### src/rtl/serial_adder_pkg.sv
// Shared constants for the bit-serial adder: FSM encoding and default operand width.
package serial_adder_pkg;

    localparam int unsigned DefaultN = 8;

    localparam logic [0:0] StIdle = 1'b0;
    localparam logic [0:0] StRun  = 1'b1;

endpackage

### src/rtl/fa_cell.sv
// Purely combinational 1-bit full adder; the only arithmetic in the serial adder.
module fa_cell (
    input  logic A,
    input  logic B,
    input  logic CIN,
    output logic S,
    output logic C
);

    assign S = A ^ B ^ CIN;
    assign C = (A & B) | (CIN & (A ^ B));

endmodule

### src/rtl/serial_adder.sv
// Bit-serial adder: one full-adder cell, LSB first, result published after N RUN edges.
module serial_adder
    import serial_adder_pkg::*;
#(
    parameter int unsigned N = DefaultN
) (
    input  logic         CLK,
    input  logic         RST,
    input  logic         START,
    input  logic [N-1:0] A,
    input  logic [N-1:0] B,
    input  logic         CIN,
    output logic         BUSY,
    output logic         DONE,
    output logic [N-1:0] S,
    output logic         COUT
);

    localparam int unsigned CW = $clog2(N);

    logic [0:0]   state_q;
    logic [CW-1:0] cnt_q;
    logic [N-1:0] a_sh_q;
    logic [N-1:0] b_sh_q;
    logic [N-1:0] r_sh_q;
    logic         carry_q;
    logic [N-1:0] s_q;
    logic         cout_q;
    logic         done_q;

    logic         cell_s;
    logic         cell_c;
    logic [N-1:0] r_next;

    fa_cell u_fa_cell (
        .A   (a_sh_q[0]),
        .B   (b_sh_q[0]),
        .CIN (carry_q),
        .S   (cell_s),
        .C   (cell_c)
    );

    // Sum bits enter at the MSB so that after N shifts bit 0 sits at the LSB.
    assign r_next = {cell_s, r_sh_q[N-1:1]};

    always_ff @(posedge CLK) begin
        if (RST) begin
            state_q <= StIdle;
            cnt_q   <= '0;
            a_sh_q  <= '0;
            b_sh_q  <= '0;
            r_sh_q  <= '0;
            carry_q <= 1'b0;
            s_q     <= '0;
            cout_q  <= 1'b0;
            done_q  <= 1'b0;
        end else begin
            done_q <= 1'b0;
            unique case (state_q)
                StIdle: begin
                    if (START) begin
                        a_sh_q  <= A;
                        b_sh_q  <= B;
                        carry_q <= CIN;
                        cnt_q   <= '0;
                        state_q <= StRun;
                    end
                end
                StRun: begin
                    a_sh_q  <= a_sh_q >> 1;
                    b_sh_q  <= b_sh_q >> 1;
                    r_sh_q  <= r_next;
                    carry_q <= cell_c;
                    // Counter holds at terminal count rather than wrapping.
                    if (cnt_q == CW'(N - 1)) begin
                        s_q     <= r_next;
                        cout_q  <= cell_c;
                        done_q  <= 1'b1;
                        state_q <= StIdle;
                    end else begin
                        cnt_q <= cnt_q + 1'b1;
                    end
                end
                default: state_q <= StIdle;
            endcase
        end
    end

    assign BUSY = (state_q == StRun);
    assign DONE = done_q;
    assign S    = s_q;
    assign COUT = cout_q;

endmodule

### config.mk
export PLATFORM = sky130hd
export DESIGN_NAME = serial_adder
export DESIGN_NICKNAME = d
export VERILOG_FILES = /design/src/rtl/serial_adder_pkg.sv /design/src/rtl/fa_cell.sv /design/src/rtl/serial_adder.sv
export SDC_FILE = /design/constraint.sdc
export NUM_CORES = 1
export LEC_CHECK = 0
export BUFFER_PORTS_ARGS = -buffer_cell sky130_fd_sc_hd__buf_2
export CAP_MARGIN = 40
export CELL_PAD_IN_SITES_DETAIL_PLACEMENT = 1
export CELL_PAD_IN_SITES_GLOBAL_PLACEMENT = 2
export CORE_MARGIN = 2
export CORE_UTILIZATION = 35
export CTS_CLUSTER_DIAMETER = 50
export DETAILED_ROUTE_END_ITERATION = 6
export PLACE_DENSITY_LB_ADDON = 0.1
export SLEW_MARGIN = 20
export SYNTH_ARGS = -nofsm -noshare
export SYNTH_HDL_FRONTEND = slang
export SYNTH_SLANG_ARGS = --single-unit
### constraint.sdc
create_clock -name CLK -period 3.6 [get_ports CLK]
set_clock_uncertainty 0.1 [all_clocks]
set_input_delay 0.36 -clock CLK [delete_from_list [all_inputs] [get_ports CLK]]
set_output_delay 0.36 -clock CLK [all_outputs]
set_load 0.02 [all_outputs]
==> results of run 1 <==
-- critical path, cell delays in order, from the launching register on --
cell,delay [ns]
dfxtp_2,0.64
buf_16,0.23
buf_2,0.18
-- worst paths after layout --
check / startpoint / end / slack (ns) / depth (start not counted)
max: BUSY$_SDFF_PP0_ / BUSY / 1.79 / 2
min: B[7] / b_sh_q[7]$_SDFFE_PP0P_ / 0.26 / 3
max reg2reg: BUSY$_SDFF_PP0_ / COUT$_SDFFE_PP0P_ / 1.94 / 4
min reg2reg: S[4]$_SDFFE_PP0P_ / S[4]$_SDFFE_PP0P_ / 0.36 / 2
-- cell usage after synthesis, types with 2 or more instances --
| cell type | n |
|---|---|
| o21ai_1 | 15 |
| nor2b_1 | 8 |
| buf_6 | 6 |
| and2b_1 | 7 |
| nor2_1 | 10 |
| dfxtp_1 | 38 |
| ha_1 | 2 |
| a21oi_1 | 12 |
| nand2_1 | 34 |
| mux2i_1 | 26 |
| a211oi_1 | 2 |
| nor3_1 | 3 |
| buf_2 | 5 |
-- power by group --
| group | internal (mW) | total [mW] | switching, mW |
|---|---|---|---|
| Combinational | 0.0417 | 0.0800 | 0.0382 |
| Clock | 0.207 | 0.357 | 0.150 |
| Sequential | 0.436 | 0.451 | 0.0148 |
-- flip-flops by register name, indices dropped and copies added, names as in the netlist --
register  count
cnt_q         3
S             8
COUT          1
DONE          1
BUSY          1
r_sh_q        7
a_sh_q        8
b_sh_q        8
carry_q       1
-- cell families (layout without fill, tap and decap cells) --
| kind of cell | count (synthesis) | in the layout | synth area share |
|---|---|---|---|
| AND/OR/NAND/NOR | 64 | 64 | 0.1845 |
| XOR/XNOR | 1 | 1 | 0.005361 |
| buffers and inverters | 14 | 40 | 0.06584 |
| AO/OA/AOI/OAI | 29 | 29 | 0.09188 |
| adder cells (fa/ha/maj) | 3 | 3 | 0.02756 |
| multiplexers | 26 | 26 | 0.1593 |
| flip-flops | 38 | 38 | 0.4655 |
-- layer usage --
metal | routed length, um | GRT usage
met5 | 0 | 0
met4 | 72 | 0.09224
met3 | 159 | 0.04028
met2 | 1566 | 0.2467
met1 | 1529 | 0.1692
-- cell type report --
class                      count  area, um^2
timing repair buffer          31       177.7
clock inverter                 1       30.03
clock buffer                   7       76.32
fill                         525        2534
inverter                       1       3.754
sequential                    38       762.0
multi-input combinational    123       765.7
tap                           52       65.06
-- metrics by stage --
step	cells	power (mW)	area (um^2)	hold WS, ns	setup WS (ns)
finish	253	0.8881	1881	0.2644	1.792
global route	253	0.9354	1881	0.2720	1.733
global placement	244	0.5336	1747	0.3417	1.781
detailed placement	244	0.5373	1747	0.3515	1.694
floorplan	175	0.5214	1634	0.3312	2.193
CTS	252	0.8976	1853	0.2672	1.594
==> impl_metrics.tcl, run 1 <==
set metrics [dict create \
    status "finished, final reports clean" \
    p_leak_nw 0.8164 \
    start_util 0.3702 \
    fin_util 0.4260 \
    post-route-period-util 0.5023 \
    clock_sinks 38 \
    setup_viol 0 \
    grt_pass1_vias 1303 \
    synthesis.area_um2 1634 \
    core-area_um2 4414 \
    worst_pin_slew_ns 0.6497 \
    path_clk_slew_ns 0.07 \
    cts_buffers 5 \
    antenna_cells 0 \
    synth_edf_count 0 \
    ioPinCount 31 \
    hold_viol_final 0 \
    io_buffer_count 30 \
    synth_top_area_cell "dfxtp_1" \
    crit_arrival_ns 1.35 \
    postCtsSetupRepairBufs 0 \
    wirelength_um 3327 \
    power_density_nw_per_um2 472.2 \
    synthToLayoutAreaGrowth_pct 15.08 \
    start_kind "register" \
    fin_crit_ns 1.808 \
    slew_violations 0 \
    cts_root_buf "clkbuf_8" \
    antenna_found_initial 0 \
    drive_above_1_share 0.1990 \
    synth_cells 175 \
    dp_hpwl_um 2163 \
    synth_fp_nets 198 \
    post-route-drc-count 0 \
    fmax_mhz 553.1 \
    viasPerCell 4.842 \
    syn_avg_cell_area_um2 9.338 \
    grt_max_degree 50 \
    ys_types 20 \
    die_x_um 72.33 \
    fin_setup_tns_ns 0 \
    max_cap_viol_count 0 \
    first_iter_violations 43 \
    die_y_um 72.33 \
    synthFlopType "dfxtp_1" \
    ir_drop_mv 0.1927 \
    layout_commonest_cell "dfxtp_1" \
    rsz0062_at_grt "no" \
    relSlewSlack 0.5669 \
    synth_top_area_frac 0.4655 \
    grt.overflow.total 0 \
    cp-end-kind "output pin" \
    die-area_um2 5232 \
    hold_path.class "input port to register" \
    yosysSeqAreaShare 0.4655 \
    synthTopCellsByArea "dfxtp_1 47%, mux2i_1 16%, nand2_1 7.8%" \
    gp_congestion 0.6675 \
    core.rowCount 24 \
    final_cell_mix "37 x dfxtp_1, 34 x nand2_1, 30 x buf_2" \
    hold_buffers 0 \
    cts_resized 0 \
    vias 1225 \
    wl_per_cell_um 13.15 \
    async_reset_ff_frac 0 \
    clock_path_buffers 2 \
    insertion_delay_ns 0.29 \
    crit_type "register to output pin" \
    cts_tree "built" \
    finalNetCount 223 \
    worstPathMaxFanout 25 \
    grt_usage 0.1488 \
    cts_max_level 2 \
    grt_pass1_wl_um 5927 \
    required_ns 3.14 \
    dr.pass1.iters 2 \
    ys_warn_count 0 \
    synth_seq_cells 38 \
    final_antenna_net_count 0 \
]
No activity file was read; power rests on OpenSTA's default activity.
==> run 2: changes to the inputs <==
--- a/config.mk
+++ b/config.mk
@@ -10,7 +10,7 @@
 export CELL_PAD_IN_SITES_DETAIL_PLACEMENT = 1
 export CELL_PAD_IN_SITES_GLOBAL_PLACEMENT = 2
 export CORE_MARGIN = 2
-export CORE_UTILIZATION = 35
+export CORE_UTILIZATION = 33
 export CTS_CLUSTER_DIAMETER = 50
 export DETAILED_ROUTE_END_ITERATION = 6
 export PLACE_DENSITY_LB_ADDON = 0.1
==> constraint.sdc (replaced) <==
create_clock -name CLK -period 1.8 [get_ports CLK]
set_clock_uncertainty 0.1 [all_clocks]
set_input_delay 0.18 -clock CLK [delete_from_list [all_inputs] [get_ports CLK]]
set_output_delay 0.18 -clock CLK [all_outputs]
set_load 0.02 [all_outputs]
==> impl_metrics.tcl, run 2 (synthesis results as in run 1) <==
set metrics [dict create \
    antenna_cells 0 \
    relSlewSlack 0.5936 \
    wl_per_cell_um 12.48 \
    synthToLayoutAreaGrowth_pct 14.78 \
    cts_tree "built" \
    grt_usage 0.1394 \
    status "finished, final reports clean" \
    power_density_nw_per_um2 858.5 \
    finalNetCount 226 \
    core.rowCount 25 \
    wirelength_um 3370 \
    start_util 0.3437 \
    post-route-period-util 0.8906 \
    antenna_found_initial 0 \
    required_ns 1.85 \
    postCtsSetupRepairBufs 0 \
    vias 1246 \
    cp-end-kind "register" \
    fin_crit_ns 1.603 \
    cp_top_family "adder cells" \
    viasPerCell 4.615 \
    grt_pass1_wl_um 5727 \
    p_leak_nw 0.8159 \
    fin_setup_tns_ns 0 \
    timing.critical_path.cells "ha_1 -> ha_1 -> nand2_1 -> nand2_1 -> a21oi_1" \
    reg2reg_slack_ns 0.20 \
    final_antenna_net_count 0 \
    setup_viol 0 \
    grt_max_degree 36 \
    cts_max_level 2 \
    fin_util 0.3945 \
    core-area_um2 4755 \
    path_clk_slew_ns 0.07 \
    dr.pass1.iters 4 \
    post-route-drc-count 0 \
    slew_violations 0 \
    rsz0062_at_grt "no" \
    layout_commonest_cell "dfxtp_1" \
    final_area_um2 1876 \
    crit_type "register to register" \
    r2r_cells 5 \
    cpPeakStageDelay_ns 0.38 \
    hold_path.class "input port to register" \
    die_x_um 74.37 \
    insertion_delay_ns 0.29 \
    final-instance-count-excl-fill 270 \
    first_iter_violations 35 \
    p_total_mw 1.610 \
    crit_cells 5 \
    final_cell_mix "37 x dfxtp_1, 34 x nand2_1, 30 x buf_2" \
    drive_above_1_share 0.2217 \
    crit_buf_inv 0 \
    clock_path_buffers 2 \
    ir_drop_mv 0.3967 \
    ioPinCount 31 \
    start_kind "register" \
    setup_ws_ns 0.1970 \
    cts_root_buf "clkbuf_8" \
    gp_congestion 0.6996 \
    crit_arrival_ns 1.65 \
    critPathSlowestCell "dfxtp_1" \
    die-area_um2 5531 \
    io_buffer_count 30 \
    placedCellCount 263 \
    grt_pass1_vias 1271 \
    max_cap_viol_count 0 \
    worst_pin_slew_ns 0.6096 \
    die_y_um 74.37 \
    cts_buffers 5 \
    hold_viol_final 0 \
    dp_hpwl_um 2352 \
    placed_cell_area_um2 1795 \
    whs_ns 0.08858 \
    fmax_mhz 623.8 \
    pre_cts_slack_ns 0.1306 \
    hold_depth 3 \
    worstPathMaxFanout 10 \
    grt.overflow.total 0 \
    clock_sinks 38 \
]
run 2: report_power, final:
group / leakage (nW) / total, mW / internal (mW) / switching (mW)
Sequential: 0.310 / 0.897 / 0.873 / 0.0243
Clock: 0.0438 / 0.550 / 0.260 / 0.290
Combinational: 0.462 / 0.163 / 0.0819 / 0.0814
run 2: layout make-up:
class | instances | area, um^2
fillers | 583 | 2879
multi-input cells | 123 | 767.0
flip-flops and latches | 38 | 762.0
repair buffers | 34 | 180.2
well taps | 67 | 83.83
clock buffers | 5 | 68.82
clock inverters | 2 | 10.01
inverters | 1 | 3.754
run 2: metal layers:
metal,vias up,wire length [um],GRT usage
met3,4,134,0.03252
met1,591,1476,0.1551
met2,21,1719,0.2409
met5,-,0,0
met4,0,40,0.08333
li1,630,-,-
run 2: worst reg2reg max path, cell delays in order, from the launching register on:
cell and delay, ns:
dfxtp_1 0.38, ha_1 0.18, ha_1 0.28, nand2_1 0.30, nand2_1 0.15, a21oi_1 0.07
run 2: path summary, 6_finish.rpt:
kind                                            start                endpoint
worst max-delay path            cnt_q[0]$_SDFFE_PP0P_       S[5]$_SDFFE_PP0P_
worst min-delay path                             B[7]  b_sh_q[7]$_SDFFE_PP0P_
worst max register to register  cnt_q[0]$_SDFFE_PP0P_       S[5]$_SDFFE_PP0P_
worst min register to register      S[3]$_SDFFE_PP0P_       S[3]$_SDFFE_PP0P_
run 2: what timing repair did:
action                                  in CTS  in global routing
endpoints found under the setup margin       0                  8
hold buffers                                 0                  0
gates resized for setup                      0                  1
